`src/rtl/fft_twiddle_gen.sv`:
```
// Twiddle-factor generator W_N^k = cos(2*pi*k/N) - j*sin(2*pi*k/N) from a quarter-wave cosine table,
// with a 2-stage registered pipeline, conjugate mode and a radix-2 DIF stage sequencer.
module fft_twiddle_gen #(
    parameter  int N_PT = 64,
    parameter  int TW_W = 10,
    parameter  int FRAC = 8,
    localparam int AW   = $clog2(N_PT),
    localparam int SW   = $clog2(AW)
) (
    input  logic                   clk,
    input  logic                   rst,
    input  logic                   i_en,
    input  logic                   i_valid,
    input  logic [AW-1:0]          i_addr,
    input  logic                   i_inv,
    input  logic                   i_start,
    input  logic [SW-1:0]          i_stage,
    output logic                   o_busy,
    output logic                   o_done,
    output logic                   o_valid,
    output logic [AW-1:0]          o_addr,
    output logic signed [TW_W-1:0] o_re,
    output logic signed [TW_W-1:0] o_im
);

    localparam int QN = N_PT / 4;
    localparam int RW = AW - 2;
    localparam int JW = AW - 1;
    localparam logic [JW-1:0] J_LAST = JW'(N_PT / 2 - 1);

    // round-half-away-from-zero of 2^FRAC*cos(2*pi*m/N_PT), integer Taylor series in Q28
    function automatic logic signed [TW_W-1:0] cos_q(input int m);
        longint s_one, x, x2, term, sum, v, d;
        s_one = longint'(1) << 28;
        x     = (longint'(2) * longint'(843314857) * longint'(m)) / longint'(N_PT);
        x2    = (x * x) / s_one;
        term  = s_one;
        sum   = s_one;
        for (int n = 1; n <= 14; n++) begin
            d    = longint'(2 * n) * longint'(2 * n - 1);
            term = -((term * x2) / s_one) / d;
            sum  = sum + term;
        end
        v = sum * (longint'(1) << FRAC);
        if (v >= 0) v = (v + s_one / 2) / s_one;
        else        v = -((-v + s_one / 2) / s_one);
        return TW_W'(v);
    endfunction

    logic signed [TW_W-1:0] w_tab [0:QN];

    for (genvar g = 0; g <= QN; g++) begin : g_tab
        localparam logic signed [TW_W-1:0] CV = cos_q(g);
        assign w_tab[g] = CV;
    end

    typedef enum logic {IDLE, RUN} state_t;

    state_t        r_state, w_state_nx;
    logic [SW-1:0] r_s, w_s_nx;
    logic [JW-1:0] r_j, w_j_nx, w_mask;
    logic          r_sinv, w_sinv_nx;
    logic          w_req_v, w_req_inv, w_req_last;
    logic [AW-1:0] w_req_k, w_seq_k;
    logic [RW:0]   w_ai, w_bi;

    logic [2:1]             r_vld_pipe, r_last_pipe;
    logic signed [TW_W-1:0] r_a, r_b, r_re, r_im, w_re, w_im;
    logic [1:0]             r_q;
    logic                   r_inv;
    logic [AW-1:0]          r_k, r_addr;

    // (j mod (N >> (s+1))) << s, the modulus being a power of two
    assign w_mask  = J_LAST >> r_s;
    assign w_seq_k = {1'b0, r_j & w_mask} << r_s;

    always_comb begin
        w_state_nx = r_state;
        w_s_nx     = r_s;
        w_j_nx     = r_j;
        w_sinv_nx  = r_sinv;
        w_req_v    = 1'b0;
        w_req_k    = i_addr;
        w_req_inv  = i_inv;
        w_req_last = 1'b0;
        case (r_state)
            IDLE: begin
                // a start, even an out-of-range one, swallows a same-cycle lookup
                if (i_start) begin
                    if (int'(i_stage) < AW) begin
                        w_state_nx = RUN;
                        w_s_nx     = i_stage;
                        w_j_nx     = '0;
                        w_sinv_nx  = i_inv;
                    end
                end else if (i_valid) begin
                    w_req_v = 1'b1;
                end
            end
            RUN: begin
                w_req_v    = 1'b1;
                w_req_k    = w_seq_k;
                w_req_inv  = r_sinv;
                w_req_last = (r_j == J_LAST);
                w_j_nx     = r_j + 1'b1;
                if (r_j == J_LAST) w_state_nx = IDLE;
            end
            default: w_state_nx = IDLE;
        endcase
    end

    assign w_ai = {1'b0, w_req_k[RW-1:0]};
    assign w_bi = (RW+1)'(QN) - w_ai;

    always_comb begin
        w_re = r_a;
        w_im = -r_b;
        case (r_q)
            2'd1:    begin w_re = -r_b; w_im = -r_a; end
            2'd2:    begin w_re = -r_a; w_im =  r_b; end
            2'd3:    begin w_re =  r_b; w_im =  r_a; end
            default: ;
        endcase
        if (r_inv) w_im = -w_im;
    end

    always_ff @(posedge clk or posedge rst) begin
        if (rst) begin
            r_state     <= IDLE;
            r_s         <= '0;
            r_j         <= '0;
            r_sinv      <= 1'b0;
            r_vld_pipe  <= '0;
            r_last_pipe <= '0;
            r_a         <= '0;
            r_b         <= '0;
            r_q         <= '0;
            r_inv       <= 1'b0;
            r_k         <= '0;
            r_re        <= '0;
            r_im        <= '0;
            r_addr      <= '0;
        end else if (i_en) begin
            r_state     <= w_state_nx;
            r_s         <= w_s_nx;
            r_j         <= w_j_nx;
            r_sinv      <= w_sinv_nx;
            r_vld_pipe  <= {r_vld_pipe[1], w_req_v};
            r_last_pipe <= {r_last_pipe[1], w_req_last};
            r_a         <= w_tab[w_ai];
            r_b         <= w_tab[w_bi];
            r_q         <= w_req_k[AW-1:AW-2];
            r_inv       <= w_req_inv;
            r_k         <= w_req_k;
            r_re        <= w_re;
            r_im        <= w_im;
            r_addr      <= r_k;
        end
    end

    assign o_busy  = (r_state == RUN);
    assign o_valid = r_vld_pipe[2];
    assign o_done  = r_last_pipe[2];
    assign o_addr  = r_addr;
    assign o_re    = r_re;
    assign o_im    = r_im;

endmodule
```
`config.mk`:
```
export PLATFORM = sky130hd
export DESIGN_NAME = fft_twiddle_gen
export DESIGN_NICKNAME = d
export VERILOG_FILES = /design/src/rtl/fft_twiddle_gen.sv
export SDC_FILE = /design/constraint.sdc
export NUM_CORES = 1
export LEC_CHECK = 0
export BUFFER_PORTS_ARGS = -buffer_cell sky130_fd_sc_hd__buf_2
export CORE_UTILIZATION = 60
export CTS_BUF_LIST = sky130_fd_sc_hd__clkbuf_4 sky130_fd_sc_hd__clkbuf_8
export DETAILED_ROUTE_END_ITERATION = 8
export PLACE_DENSITY = 0.87
export SYNTH_ARGS = -nofsm -noshare
export SYNTH_HDL_FRONTEND = slang
export SYNTH_SLANG_ARGS = --single-unit
```
`constraint.sdc`:
```
create_clock -name clk -period 4.05 [get_ports clk]
set_input_delay 0.6075 -clock clk [delete_from_list [all_inputs] [get_ports clk]]
set_output_delay 0.6075 -clock clk [all_outputs]
set_load 0.005 [all_outputs]
```
==> flow_summary.ini, run 1 <==
[critical_path]
reg2reg_to = r_b[5]
worstSetupEndpointType = register
path_buf_inv = 1
path_delay_family = adder cells
cp.required_ps = 4290
cp-start-kind = register
critPathMaxFanout = 22
arrival_ps = 3690
reg2reg_depth = 9
cp_slowest_cell = dfrtp_1
crit_type = reg2reg
cp_common_cell = ha_1
r2r_start = o_busy
path_cells = inv_1 > o41a_1 > ha_1 > ha_1 > nor2b_1 > and3_1 > o21ai_0 > a31oi_1 > a21oi_1
rrSetupSlack_ps = 600
crit_path_max_incr_delay_ps = 750

[logic_synthesis]
synth_xor_area_frac = 0.0278
synth_compound_area_frac = 0.241
syn_inst = 505
synth-seq-cells = 65
synth_edf_count = 0
synth_area_per_cell_sq_um = 8.72
async_flop_share = 1.00
synth_fa_ha_area_frac = 0.0426
synth_mux_area_frac = 0.0830
yosys.area_share.simple = 0.177
ys_types = 70
syn_area_sq_um = 4400
synth_ff_type = dfrtp_1
syn-num-nets = 535
yosysTopAreaCell = dfrtp_1
yosysSeqAreaShare = 0.369
synth_area_leaders = dfrtp_1 37%, mux2_2 5.1%, ha_1 4.3%, o21ai_0 4.1%, nand2_1 3.8%
ys_warn_count = 0
synth_top_area_share = 0.369
synth_top_family_by_area = compound AO/OA/AOI/OAI gates

[place]
hpwl_um = 7640
placed_area_sq_um = 4630
port_buffers = 43
gp_congestion = 0.928

[clock_tree]
numCtsBuffers = 9
clk_root_buffer_cell = clkbuf_8
cts_tree = built
insertion_delay_ps = 360
htree_levels = 3
ctsHoldBuffers = 0
post-cts-setup-buffers = 0
path_clk_slew_ps = 90
clock-sinks = 65
ctsResizeCount = 0
clockBufferDepth = 2

[power]
p_leak_uw = 0.00212
p_sw_uw = 2120
p_int_uw = 2390
vdd_drop_max_mv = 0.583
total_power_uw = 4500
swShare = 0.470
power_frac_comb = 0.582
power_density_nw_per_um2 = 933
clkPwrFrac = 0.130
sequentialPowerShare = 0.288

[run_status]
status = complete, no violations

[die]
die_area_sq_um = 7690
initial_core_util = 0.634
rows = 30
fp.dieW_um = 87.7
dieHeight_um = 87.7
core-area_sq_um = 6940
ioPinCount = 44

[timing]
worst_pin_slew_ps = 920
fin_crit_sh = 0.852
skew_ps = 13.3
period_needed_ps = 3450
max_slew_margin = 0.387
timing.fmax_mhz = 290
setup_violations = 0
drv_slew = 0
hold_violations = 0
setup_tns_ps = 0
rsz0062_at_grt = false

[global_route]
grt_pass1_vias = 3611
gr-total-overflow = 0
grt_max_degree = 54
track_usage = 0.306
antenna_found_initial = 0
grt_pass1_wl_um = 18000

[finish]
drive_gt1_frac = 0.194
fin_util = 0.695
syn2layout_area_growth_pct = 9.66
final_cell_area_sq_um = 4830
seqCellArea_sq_um = 1630
nFillCells = 533
nets = 555
diodes = 0
multi_input_area_sq_um = 2520

[routing]
drcViolationCount = 0
first_pass_iters = 5
viasPerCell = 6.42
avgRoutedWirePerCell_um = 17.3
vias = 4022
postRouteAntennaNets = 0
drt_iter0_markers = 327
wl_um = 10900

[job]
maxCapViolCount = 0

[hold_path]
hp-class = in2async
placed cells by master, fill, tap and decap left out, types with 8 or more instances in the layout:
| cell type | n |
|---|---|
| a21oi_1 | 29 |
| a31oi_1 | 8 |
| buf_2 | 43 |
| buf_4 | 8 |
| clkbuf_8 | 9 |
| dfrtp_1 | 65 |
| ha_1 | 15 |
| inv_1 | 23 |
| mux2_2 | 20 |
| mux2i_1 | 14 |
| nand2_1 | 44 |
| nand3_1 | 11 |
| nor2_1 | 41 |
| nor2b_1 | 9 |
| nor3_1 | 16 |
| o21ai_0 | 36 |
| xnor2_1 | 11 |
cell families after synthesis:
group,count (synthesis)
compound gates,153
simple gates,158
xor+xnor,14
fa+ha+maj,15
buf+inv,66
mux,34
flops,65
how the worst max path moves through the flow:
| stage | from | end | slack [ps] | depth (start not counted) |
|---|---|---|---|---|
| finish | o_busy | r_b[5] | 600 | 9 |
| global route | o_busy | r_b[1] | 320 | 9 |
| CTS | o_busy | r_b[5] | 620 | 9 |
| detailed placement | o_busy | r_b[5] | 660 | 9 |
| global placement | o_busy | r_b[1] | 720 | 9 |
| floorplan | o_busy | r_b[2] | 1160 | 10 |
Yosys cell counts, types with 3 or more instances:
cell type,instances
o21a_1,4
a21boi_0,3
a21o_1,4
a211oi_1,7
a311oi_1,3
inv_1,24
nor2b_1,9
nor2_1,41
and3_1,6
a21oi_1,29
o21ai_0,36
buf_1,4
o211ai_1,7
xor2_1,3
a31oi_1,8
nand2_1,44
nand2b_1,7
dfrtp_1,65
nand4_1,3
or3_1,7
mux2_2,20
clkbuf_1,32
o31ai_1,4
ha_1,15
o32ai_1,3
nand3_1,11
a221oi_1,4
xnor2_1,11
a22o_1,4
buf_2,4
mux2i_1,14
nor3_1,16
o221ai_1,3
a31o_2,3
metrics by stage:
step,cells,setup WS (ps),hold slack [ps]
2_1_floorplan,505,1160,474
3_3_place_gp,610,719,458
3_5_place_dp,610,665,474
4_1_cts,626,617,462
5_1_grt,626,321,493
6_report,626,601,431
worst register-to-register path: cells and delay by family (launching register included):
kind,cells,cell delay (ps)
adders and majority gates,2,1020
AOI/OAI and AO/OA,4,980
DFF,1,750
and+or+nand+nor,2,380
buffers and inverters,1,220
final cells by class:
class / count / share of cell area
multi-input combinational: 374 / 0.521
tap: 96 / 0.0249
inverter: 24 / 0.0187
timing repair buffer: 51 / 0.0570
clock inverter: 7 / 0.0161
clock buffer: 9 / 0.0256
sequential: 65 / 0.337
state kept, by name, summed over array words and instances (netlist names):
register,count
o_addr,6
r_j,5
o_im,10
r_vld_pipe,2
r_q,2
r_b,9
r_s,3
r_k,4
r_sinv,1
r_a,9
o_re,10
r_last_pipe,2
r_inv,1
o_busy,1
routing by layer:
layer,wire length (um),GRT usage,up-vias
met2,5140,0.480,188
li1,-,-,1887
met3,765,0.0490,23
met5,0,0,-
met4,204,0.109,0
met1,4750,0.430,1924
power by group through the flow:
stage | Combinational, uW | Clock [uW] | Sequential, uW
global route | 2890 | 618 | 1350
detailed placement | 2560 | 0 | 1300
global placement | 2510 | 0 | 1280
finish | 2620 | 584 | 1300
floorplan | 2110 | 0 | 1120
CTS | 2590 | 587 | 1290
Note: power is estimated with default switching activity, not from simulation.
==> run 2, diff against run 1 <==
--- a/config.mk
+++ b/config.mk
@@ -10,6 +10,7 @@
 export CTS_BUF_LIST = sky130_fd_sc_hd__clkbuf_4 sky130_fd_sc_hd__clkbuf_8
 export DETAILED_ROUTE_END_ITERATION = 8
 export PLACE_DENSITY = 0.87
+export REMOVE_ABC_BUFFERS = 1
 export SYNTH_ARGS = -nofsm -noshare
 export SYNTH_HDL_FRONTEND = slang
 export SYNTH_SLANG_ARGS = --single-unit
==> flow_summary.ini, run 2 (synthesized netlist as in run 1, its figures left out) <==
[run_status]
status = complete, no violations

[timing]
skew_ps = 11.1
setup_tns_ps = 0
timing.fmax_mhz = 290
drv_slew = 0
finalWorstSetupSlack_ps = 604
setup_violations = 0
period_needed_ps = 3450
hold_violations = 0
fin_crit_sh = 0.851
rsz0062_at_grt = false
worst_pin_slew_ps = 803
hold_slack_ps = 409
max_slew_margin = 0.464

[clock_tree]
htree_levels = 3
clk_root_buffer_cell = clkbuf_8
post-cts-setup-buffers = 0
cts_tree = built
ctsResizeCount = 0
path_clk_slew_ps = 80
clock-sinks = 65
numCtsBuffers = 9
ctsHoldBuffers = 0
clockBufferDepth = 2
insertion_delay_ps = 350

[critical_path]
arrival_ps = 3680
cp_slowest_cell = dfrtp_1
cp_common_cell = ha_1
crit_type = reg2reg
worstSetupEndpoint = r_b[5]
path_cells = inv_1 > o41a_1 > ha_1 > ha_1 > nor2b_1 > and3_1 > o21ai_0 > a31oi_1 > a21oi_1
critPathMaxFanout = 22
worstSetupEndpointType = register
crit_start = o_busy
reg2reg_to = r_b[5]
reg2reg_depth = 9
cp.required_ps = 4280
r2r_start = o_busy
rrSetupSlack_ps = 600
cp-start-kind = register
crit_path_max_incr_delay_ps = 730

[finish]
fin_util = 0.702
final_cell_mix = 65 x dfrtp_1, 44 x nand2_1, 43 x buf_2, 41 x nor2_1, 36 x o21ai_0
drive_gt1_frac = 0.197
nets = 557
syn2layout_area_growth_pct = 10.6
diodes = 0
layout_commonest_cell = dfrtp_1

[routing]
drt_iter0_markers = 218
drcViolationCount = 0
first_pass_iters = 5
avgRoutedWirePerCell_um = 17.0
postRouteAntennaNets = 0
vias = 3976
wl_um = 10700
viasPerCell = 6.33

[die]
die_area_sq_um = 7690
initial_core_util = 0.634
core-area_sq_um = 6940
fp.dieW_um = 87.7
rows = 30
dieHeight_um = 87.7
ioPinCount = 44

[place]
hpwl_um = 7540
gp_congestion = 0.955
port_buffers = 43
dp_slack_ps = 723

[global_route]
gr-total-overflow = 0
grtUsageMet1 = 0.371
antenna_found_initial = 0
grt_util_met3 = 0.0594
grt_pass1_vias = 3675
grt_max_degree = 40
track_usage = 0.297
grt.busiest_layer = met2
met2_usage = 0.511
grt_pass1_wl_um = 17600

[power]
total_power_uw = 4530
vdd_drop_max_mv = 0.464
power_density_nw_per_um2 = 929
p_leak_uw = 0.00213

[job]
maxCapViolCount = 0

[hold_path]
hp-class = in2async
==> run 2: changes by cell type in the layout (fill, tap and decap cells not counted) <==
cell / delta
bufinv_16: +1
clkinvlp_4: +2
inv_6: -3
clkbuf_8: +1
clkinv_2: -1
buf_4: +2
==> run 2: cell type report <==
type	count	area, sq um
clock buffer	10	138
inverter	24	90.1
clock inverter	6	91.3
multi-input combinational	374	2520
tap	96	120
timing repair buffer	53	290
fill	555	2070
sequential	65	1630
==> run 2: worst min path at each step <==
stage | cells past startpoint | endpoint | startpoint
after floorplan | 1 | o_im[1] | o_im[1]
after global placement | 1 | o_re[9] | o_re[9]
after detailed placement | 1 | o_re[9] | o_re[9]
after CTS | 2 | r_inv | rst
after global routing | 2 | o_addr[4] | rst
final | 2 | o_addr[0] | rst
==> run 2: power breakdown <==
group          switching (uW)  internal [uW]
clock network             273            364
registers                 317            934
logic                    1470           1170
==> run 2: stage by stage <==
| step | cell area (sq um) | std cells |
|---|---|---|
| after detailed placement | 4640 | 612 |
| after floorplan | 4230 | 463 |
| after global routing | 4870 | 628 |
| after global placement | 4640 | 612 |
| after CTS | 4870 | 628 |
| final | 4870 | 628 |
==> run 2: routing by layer <==
| layer | part of all wire | routed length [um] | vias up |
|---|---|---|---|
| met2 | 0.50 | 5370 | 180 |
| li1 | - | - | 1882 |
| met4 | 0.015 | 163 | 0 |
| met5 | 0 | 0 | - |
| met3 | 0.069 | 733 | 19 |
| met1 | 0.41 | 4400 | 1895 |
==> run 2: worst max-delay path, delay by kind of cell, from the launching register on <==
kind | cells | cell delay [ps]
AOI/OAI and AO/OA | 4 | 970
adders and majority gates | 2 | 1010
buffers and inverters | 1 | 220
DFF | 1 | 730
and+or+nand+nor | 2 | 390
==> run 3, diff against run 2 <==
--- a/config.mk
+++ b/config.mk
@@ -5,11 +5,11 @@
 export SDC_FILE = /design/constraint.sdc
 export NUM_CORES = 1
 export LEC_CHECK = 0
-export BUFFER_PORTS_ARGS = -buffer_cell sky130_fd_sc_hd__buf_2
 export CORE_UTILIZATION = 60
 export CTS_BUF_LIST = sky130_fd_sc_hd__clkbuf_4 sky130_fd_sc_hd__clkbuf_8
 export DETAILED_ROUTE_END_ITERATION = 8
-export PLACE_DENSITY = 0.87
+export DONT_BUFFER_PORTS = 1
+export PLACE_DENSITY = 0.82
 export REMOVE_ABC_BUFFERS = 1
 export SYNTH_ARGS = -nofsm -noshare
 export SYNTH_HDL_FRONTEND = slang
==> flow_summary.ini, run 3 (synthesized netlist as in run 1, its figures left out) <==
[run_status]
status = complete, no violations

[die]
die_area_sq_um = 7690
core-area_sq_um = 6940
ioPinCount = 44
dieHeight_um = 87.7
initial_core_util = 0.634
rows = 30
fp.dieW_um = 87.7

[timing]
fin_crit_sh = 0.822
rsz0062_at_grt = false
worst_pin_slew_ps = 971
setup_tns_ps = 0
hold_slack_ps = 334
setup_violations = 0
skew_ps = 13.5
period_needed_ps = 3330
timing.fmax_mhz = 300
hold_violations = 0
max_slew_margin = 0.353
drv_slew = 0

[clock_tree]
clk_root_buffer_cell = clkbuf_8
htree_levels = 3
clock-sinks = 65
path_clk_slew_ps = 80
post-cts-setup-buffers = 0
ctsResizeCount = 0
clockBufferDepth = 2
insertion_delay_ps = 360
ctsHoldBuffers = 0
cts_tree = built
numCtsBuffers = 9

[global_route]
grt_pass1_vias = 3452
grt_util_met3 = 0.0556
antenna_found_initial = 0
grt_pass1_wl_um = 16600
grt.busiest_layer = met2
met2_usage = 0.467
gr-total-overflow = 0
grt_max_degree = 82
grtUsageMet1 = 0.367
track_usage = 0.283

[power]
vdd_drop_max_mv = 0.488
total_power_uw = 4330
power_density_nw_per_um2 = 938
p_leak_uw = 0.00195

[critical_path]
cp-start-kind = register
cp.required_ps = 4280
crit_type = reg2reg
worstSetupEndpointType = register
critPathMaxFanout = 30
arrival_ps = 3560

[finish]
stdcell_count = 583
layout_commonest_cell = dfrtp_1
syn2layout_area_growth_pct = 4.77
nets = 512
final_cell_mix = 65 x dfrtp_1, 44 x nand2_1, 41 x nor2_1, 36 x o21ai_0, 29 x a21oi_1
drive_gt1_frac = 0.123
fin_util = 0.665
diodes = 0

[place]
hpwl_um = 7230
dpl.cell_count = 567
port_buffers = 0
gp_congestion = 0.931

[routing]
drt_iter0_markers = 291
postRouteAntennaNets = 0
avgRoutedWirePerCell_um = 17.6
viasPerCell = 6.46
drcViolationCount = 0
vias = 3765
wl_um = 10300
first_pass_iters = 5

[hold_path]
hp-class = in2async

[job]
maxCapViolCount = 0
-- run 3: cell types whose count changed in the layout (fill, tap and decap cells not counted), sizes merged --
cell,previous run,this run
bufinv,2,1
inv,24,26
buf,53,8
clkinv,1,4
clkinvlp,3,0
clkbuf,10,9
-- run 3: layer usage --
metal / wire length (um) / vias up
li1: - / 1800
met1: 4420 / 1792
met2: 4990 / 154
met3: 684 / 19
met4: 174 / 0
met5: 0 / -
-- run 3: area by class of cell --
cell class	instances	area (sq um)
Multi-Input combinational cell	374	2520
Fill cell	576	2330
Sequential cell	65	1630
Clock buffer	9	124
Tap cell	96	120
Inverter	24	90.1
Clock inverter	7	77.6
Timing Repair Buffer	8	60.1
-- run 3: per-stage QoR --
step | cell area (sq um) | worst slack (ps)
detailed placement | 4410 | 821
floorplan | 4230 | 816
global placement | 4410 | 930
CTS | 4610 | 807
global route | 4610 | 495
finish | 4610 | 721
-- run 3: power breakdown --
group,leakage [uW],switching [uW],total [uW],internal [uW]
Sequential,0.000784,363,1300,935
Clock,0.000105,283,573,290
Combinational,0.00106,1380,2460,1080
-- run 3: worst max-delay path, cell delays in order, from the launching register on --
cell,delay (ps)
dfrtp_1,990
inv_1,460
o21ai_0,340
o32ai_2,170
or3_1,420
or3_4,420
o31ai_1,280
o221ai_2,130
-- run 3: worst paths after layout --
path	start	to	slack, ps	cells after the start
worst max-delay path	r_q[1]	o_im[9]	720	7
worst min-delay path	rst	o_im[1]	330	1
worst max register to register	r_q[1]	o_im[9]	720	7
worst min register to register	o_re[8]	o_re[8]	510	1
max in group asynchronous	rst	r_b[0]	2890	2
min in group clk	i_en	o_im[4]	350	1
